===== src/rtl/tap_pkg.sv =====
// Shared types for the TAP controller: FSM state encodings, IR opcodes and
// the data-register selection derived from the current instruction.
package tap_pkg;

  localparam int IR_W = 3;

  typedef enum logic [3:0] {
    TLR      = 4'hF,
    RTI      = 4'hC,
    SEL_DR   = 4'h7,
    CAP_DR   = 4'h6,
    SH_DR    = 4'h2,
    EX1_DR   = 4'h1,
    PAUSE_DR = 4'h3,
    EX2_DR   = 4'h0,
    UPD_DR   = 4'h5,
    SEL_IR   = 4'h4,
    CAP_IR   = 4'hE,
    SH_IR    = 4'hA,
    EX1_IR   = 4'h9,
    PAUSE_IR = 4'hB,
    EX2_IR   = 4'h8,
    UPD_IR   = 4'hD
  } tap_state_t;

  localparam logic [IR_W-1:0] OP_EXTEST  = 3'b000;
  localparam logic [IR_W-1:0] OP_SAMPLE  = 3'b001;
  localparam logic [IR_W-1:0] OP_INTSCAN = 3'b010;
  localparam logic [IR_W-1:0] OP_IDCODE  = 3'b011;
  localparam logic [IR_W-1:0] OP_BYPASS  = 3'b111;

  typedef enum logic [1:0] {
    DR_BSR,
    DR_INSCAN,
    DR_IDCODE,
    DR_BYPASS
  } dr_sel_t;

  // Debug view of the controller so checkers can bind without probing internals.
  typedef struct packed {
    tap_state_t      state;
    logic [IR_W-1:0] ir;
  } tap_dbg_t;

  // Unused opcodes 100..110 fall through to BYPASS.
  function automatic dr_sel_t decode_dr(input logic [IR_W-1:0] ir);
    dr_sel_t sel;
    case (ir)
      OP_EXTEST, OP_SAMPLE: sel = DR_BSR;
      OP_INTSCAN:           sel = DR_INSCAN;
      OP_IDCODE:            sel = DR_IDCODE;
      default:              sel = DR_BYPASS;
    endcase
    return sel;
  endfunction

endpackage


===== src/rtl/tap_ctrl_fsm.sv =====
// 16-state TAP state machine: state register and TMS-driven next-state logic.
import tap_pkg::*;

module tap_ctrl_fsm (
  input  logic       CK,
  input  logic       TRST_b,
  input  logic       TMS,
  output tap_state_t state,
  output tap_state_t next_state
);

  always_ff @(posedge CK or negedge TRST_b) begin
    if (!TRST_b) state <= TLR;
    else         state <= next_state;
  end

  always_comb begin
    next_state = state;
    case (state)
      TLR:      next_state = TMS ? TLR    : RTI;
      RTI:      next_state = TMS ? SEL_DR : RTI;
      SEL_DR:   next_state = TMS ? SEL_IR : CAP_DR;
      CAP_DR:   next_state = TMS ? EX1_DR : SH_DR;
      SH_DR:    next_state = TMS ? EX1_DR : SH_DR;
      EX1_DR:   next_state = TMS ? UPD_DR : PAUSE_DR;
      PAUSE_DR: next_state = TMS ? EX2_DR : PAUSE_DR;
      EX2_DR:   next_state = TMS ? UPD_DR : SH_DR;
      UPD_DR:   next_state = TMS ? SEL_DR : RTI;
      SEL_IR:   next_state = TMS ? TLR    : CAP_IR;
      CAP_IR:   next_state = TMS ? EX1_IR : SH_IR;
      SH_IR:    next_state = TMS ? EX1_IR : SH_IR;
      EX1_IR:   next_state = TMS ? UPD_IR : PAUSE_IR;
      PAUSE_IR: next_state = TMS ? EX2_IR : PAUSE_IR;
      EX2_IR:   next_state = TMS ? UPD_IR : SH_IR;
      UPD_IR:   next_state = TMS ? SEL_DR : RTI;
      default:  next_state = TLR;
    endcase
  end

endmodule


===== src/rtl/tap_ctrl.sv =====
// TAP controller top: instruction register, bypass and IDCODE registers,
// scan-strobe decode and the TDO multiplexer around the TAP state machine.
import tap_pkg::*;

module tap_ctrl #(
  parameter logic [7:0] IDCODE = 8'hA5
) (
  input  logic     CK,
  input  logic     TRST_b,
  input  logic     TMS,
  input  logic     TDI,
  input  logic     bsr_tdo,
  input  logic     in_scan_tdo,
  output logic     TDO,
  output logic     bsr_capt,
  output logic     in_scan_capt,
  output logic     shftdr,
  output logic     updr,
  output logic     test_mode,
  output tap_dbg_t dbg
);

  tap_state_t      state;
  tap_state_t      next_state;
  logic [IR_W-1:0] ir;
  logic [IR_W-1:0] ir_sr;
  logic            bypass_ff;
  logic [7:0]      idcode_sr;
  dr_sel_t         dr_sel;

  tap_ctrl_fsm u_fsm (
    .CK         (CK),
    .TRST_b     (TRST_b),
    .TMS        (TMS),
    .state      (state),
    .next_state (next_state)
  );

  assign dr_sel = decode_dr(ir);

  // Entering TLR wins over UpdIR so five TMS=1 edges always restore IDCODE.
  always_ff @(posedge CK or negedge TRST_b) begin
    if (!TRST_b) begin
      ir        <= OP_IDCODE;
      ir_sr     <= 3'b001;
      bypass_ff <= 1'b0;
      idcode_sr <= IDCODE;
    end else begin
      if (state == CAP_IR)     ir_sr <= 3'b001;
      else if (state == SH_IR) ir_sr <= {TDI, ir_sr[IR_W-1:1]};

      if (next_state == TLR)    ir <= OP_IDCODE;
      else if (state == UPD_IR) ir <= ir_sr;

      if (dr_sel == DR_BYPASS) begin
        if (state == CAP_DR)     bypass_ff <= 1'b0;
        else if (state == SH_DR) bypass_ff <= TDI;
      end

      if (dr_sel == DR_IDCODE) begin
        if (state == CAP_DR)     idcode_sr <= IDCODE;
        else if (state == SH_DR) idcode_sr <= {TDI, idcode_sr[7:1]};
      end
    end
  end

  always_comb begin
    bsr_capt     = (state == CAP_DR) && (dr_sel == DR_BSR);
    in_scan_capt = (state == CAP_DR) && (dr_sel == DR_INSCAN);
    shftdr       = (state == SH_DR)  && ((dr_sel == DR_BSR) || (dr_sel == DR_INSCAN));
    updr         = (state == UPD_DR) && (dr_sel == DR_BSR);
    test_mode    = (ir == OP_EXTEST) || (ir == OP_INTSCAN);
    TDO          = 1'b0;
    if (state == SH_IR) begin
      TDO = ir_sr[0];
    end else if (state == SH_DR) begin
      case (dr_sel)
        DR_BSR:    TDO = bsr_tdo;
        DR_INSCAN: TDO = in_scan_tdo;
        DR_IDCODE: TDO = idcode_sr[0];
        default:   TDO = bypass_ff;
      endcase
    end
  end

  assign dbg.state = state;
  assign dbg.ir    = ir;

endmodule


===== config.mk =====
export PLATFORM = sky130hd
export DESIGN_NAME = tap_ctrl
export DESIGN_NICKNAME = d
export VERILOG_FILES = /design/src/rtl/tap_pkg.sv /design/src/rtl/tap_ctrl_fsm.sv /design/src/rtl/tap_ctrl.sv
export SDC_FILE = /design/constraint.sdc
export NUM_CORES = 1
export LEC_CHECK = 0
export CAP_MARGIN = 20
export CORE_MARGIN = 5
export CORE_UTILIZATION = 50
export CTS_CLUSTER_DIAMETER = 100
export CTS_CLUSTER_SIZE = 30
export DETAILED_ROUTE_END_ITERATION = 16
export GPL_TIMING_DRIVEN = 0
export PLACE_DENSITY = 0.78
export SYNTH_ARGS = -nofsm -noshare
export SYNTH_HDL_FRONTEND = slang
export SYNTH_HIERARCHICAL = 1
export SYNTH_SLANG_ARGS = --single-unit

===== constraint.sdc =====
create_clock -name CK -period 2.2 [get_ports CK]
set_input_delay 0.55 -clock CK [delete_from_list [all_inputs] [get_ports CK]]
set_output_delay 0.55 -clock CK [all_outputs]
set_load 0.01 [all_outputs]

* Yosys cells after proc, flatten, opt, wreduce, memory -nomap -nowiden
Cells that the tools add are included.
** Storage, ports and cells
- Register bits :: 19
** Operators by class
- Equal/unequal tests :: 22
- Mux-type cells :: 25
- Reduce and logical (&&, ||, !) cells :: 18
** Operator list (number)
- $pmux W4 S12 :: 1
- $eq A4 B4 Y1 const B :: 9
- $mux W3 :: 8
- $eq A4 B3 Y1 const B :: 4
- $mux W8 :: 2
- $mux W2 :: 6
- $eq A4 B2 Y1 const B :: 2
- $eq A3 B2 Y1 const B :: 2
- $pmux W2 S3 :: 1
- $reduce_bool A2 Y1 :: 3
- $reduce_or A2 Y1 :: 3
- $mux W1 :: 5
- $eq A2 B2 Y1 const B :: 2
- $eq A4 B1 Y1 const B :: 1
- $logic_and A1 B1 Y1 :: 4
- $logic_not A4 Y1 :: 1
- $mux W4 :: 1
- $reduce_and A2 Y1 :: 2
- $eq A3 B1 Y1 const B :: 1
- $logic_not A3 Y1 :: 1
- $pmux W1 S3 :: 1
- $reduce_or A3 Y1 :: 1
- $eq A2 B1 Y1 const B :: 1
- $logic_not A2 Y1 :: 1
- $logic_or A1 B1 Y1 :: 2

* Logic depth before layout (Yosys ltp)
- Word-level depth :: 7
- Gate-level depth with buffers :: 5
- Mapped depth without buffers :: 5

* Cells and area by module
The synthesis kept the hierarchy.
** Modules (own cells, without submodules)
- tap_ctrl :: times used 1, cells an instance 79, area each 782.0 µm², sequential area each 384.1 µm²
- tap_ctrl_fsm :: times used 1, cells an instance 19, area each 197.7 µm², sequential area each 105.1 µm²

* Worst setup path after synthesis
Ideal clock, no wire load.
- Path type :: reg-to-output
- Start point :: register u_fsm.state[1]
- End point :: output port shftdr
- Arrival :: 1648 ps
- Required time :: 1650 ps
- Setup slack :: 2 ps
- Cell stages (with the launch flop) :: 5
- Path buffers :: 2
- Cells stage by stage :: dfstp_2 > or4b_1 > buf_2 > buf_6 > nor3b_1
** On the way
- Longest elaborated chain between the ends :: 2
** Ends and longest elaborated chain
- start, declared :: RTL line tap_ctrl_fsm.sv:8 : output tap_state_t state,
- start signal, assigned :: RTL line tap_ctrl_fsm.sv:14 : else state <= next_state;
- $eq A4 B2 Y1 :: RTL line tap_ctrl.sv:70 : shftdr = (state == SH_DR) && ((dr_sel == DR_BSR) || (dr_sel == DR_INSCAN));
- $logic_and A1 B1 Y1 :: RTL line tap_ctrl.sv:70
- end, declared :: RTL line tap_ctrl.sv:17 : output logic shftdr,
No other way between the ends.

* Worst setup path after layout
Same ends and word-level chain as after synthesis.

==> impl_metrics.ini <==
[outcome]
status = complete, but fails checks
violations = setup timing

[detailed_routing]
wl_met3_um = 79
drt_first_pass_iters = 4
route.met2.wl_um = 1130
drtIter0Drc = 19
via_count = 858
ant_nets = 0
wl_per_cell_um = 14.9
highest_layer = met4
viasPerCell = 5.46
routed_wl_um = 2330
wl_met1_um = 1100
drt_drc_violations_left = 0

[critical_path]
crit_chain = or4b_4 -> nor3b_2 -> buf_2
critPathMaxFanout = 5
cp.required_ns = 1.65
path_buf_inv = 1
critical-path-slowest-cell = dfstp_2
critPathCaptureType = primary output
cp_top_family = simple AND/OR/NAND/NOR gates
rrSetupSlack_ns = 0.28
crit_type = reg -> out
start_kind = register
critPathMaxStageDelay_ns = 0.56
critPathArrivalTime_ns = 1.66

[global_route]
grt_max_degree = 20
grt_use_total_pct = 17.9
grt_antenna_before_repair = 0
grt_pass1_wl_um = 3830
grt_overflow = 0
grt_pass1_vias = 838

[clock_tree]
htreeDepth = 1
cts_hold_buf = 0
numCtsBuffers = 3
insertion_delay_ns = 0.29
cts_sinks = 19
cts_tree = yes
clk_pin_slew_worst_paths_ns = 0.11
cts-root-buf = clkbuf_4
cts_max_path_buffers = 2

[synth]
syn-num-nets = 104
ys_seq_area_share_pct = 49.9
syn_inst = 98
postSynthAreaPerCell_um2 = 10.0
synth_cell_types = 34
synth_area_um2 = 980
ys_ff_latch = 19
synth_edf_count = 0
async_flop_share_pct = 100
yosysWarnings = 6
synth_flop_cell = dfstp_2

[sta]
maxSlewHeadroom_pct = 43.3
fmax_mhz = 452
worst_slack_ns = -0.0104
hold_violations = 0
finalSetupViolations = 1
worstMarginPinSlew_ns = 0.849
rsz0062_at_grt = yes
finalCritPeriodShare_pct = 100
holdWs_ns = 0.499
fin_skew_ns = 0.00246
drv_slew = 0
fin_setup_tns_ns = -0.0104
fin_crit_ns = 2.21

[finish]
design_area_um2 = 1300
n_antenna_cell = 0
multi_input_area_um2 = 479
fin_cells = 157
nets = 137
fillers = 170
seq_area_um2 = 490
finalCoreUtilization_pct = 67.7
synthToLayoutAreaGrowth_pct = 32.8
drive_gt1_share_pct = 33.8

[die]
coreArea_um2 = 1920
start_util_pct = 51.0
placementRows = 16
fp.dieW_um = 54.3
die-height_um = 54.3
ios = 19
fp.dieArea_um2 = 2940

[placement]
place_ws_ns = -0.440
place_area_um2 = 1190
placed_cells = 143
io_buffers = 18
dp_hpwl_um = 1470
gp_congestion = 0.747

[pwr]
total_power_mw = 1.90
p_per_area_nw_per_um2 = 1460
p_leak_nw = 0.560
ir_worst_vdd_v = 0.000822

[min_path]
hold_path.class = reg -> reg

[job]
max-cap-violations = 0
[sequential cells by signal, indices dropped and copies added (netlist names)]
register,cells
ir_sr,3
idcode_sr,8
ir,3
bypass_ff,1
u_fsm/state,4
[cells in the mapped netlist (3+ instances only)]
cell type	instances	share of area, %
inv_1	3	1.1
nand3b_1	3	2.3
nand2_1	11	4.2
o21ai_0	11	5.6
dfrtp_1	8	20
nor2_1	10	3.8
mux2i_1	5	5.1
dfstp_2	11	30
o41ai_1	3	2.7
nand2b_1	5	3.2
[metal layers]
layer / track usage, % / up-vias
li1: - / 415
met1: 24.3 / 419
met2: 30.1 / 22
met3: 2.18 / 2
met4: 4.56 / 0
met5: 0 / -
[power breakdown]
group	switching, mW	total [mW]	internal, mW
combinational	0.484	0.987	0.503
sequential	0.155	0.737	0.582
clock	0.106	0.174	0.0674
total	0.746	1.90	1.15
[final cells by class]
class	count	area share [%]
flip-flops and latches	19	37.7
multi-input cells	72	36.8
repair buffers	30	19.0
well taps	27	2.60
clock buffers	3	1.73
plain buffers	2	0.865
inverters	3	0.865
clock inverters	1	0.385
[logic make-up after synthesis]
| kind of cell | Yosys count | synth area share [%] |
|---|---|---|
| muxes | 7 | 7.41 |
| DFF | 19 | 49.9 |
| buffers and inverters | 7 | 3.58 |
| AOI/OAI and AO/OA | 22 | 14.4 |
| and+or+nand+nor | 43 | 24.6 |
[worst paths after layout]
kind | startpoint | to | cells past startpoint
min in group asynchronous | TRST_b | idcode_sr[6] | 1
max reg2reg | u_fsm/state[1] | idcode_sr[7] | 5
max | u_fsm/state[1] | shftdr | 3
max in group asynchronous | TRST_b | ir[2] | 1
min reg2reg | idcode_sr[0] | idcode_sr[0] | 2
min | idcode_sr[0] | idcode_sr[0] | 2
[timing repair]
item,4_1_cts,5_1_grt
setup buffers,6,6
resized for setup,29,5
pin swaps,1,0
gates cloned,0,0
endpoints found under the setup margin,5,5
[worst min-delay path: stages, from the launching register on]
cell,delay [ns]
dfstp_2,0.38
o21ai_0,0.06
o31ai_1,0.06
[cells in the final DEF (no fill, tap or decap), drive strengths merged, types with 2 or more instances in the layout]
cell	n
buf	16
clkbuf	6
clkdlybuf4s50	12
dfrtp	8
dfstp	11
inv	3
mux2	2
mux2i	5
nand2	11
nand2b	5
nand3b	3
nand4	2
nor2	11
nor2b	2
o21ai	11
o31ai	2
o41ai	3
or4b	2
(Power assumes the default switching activity.)
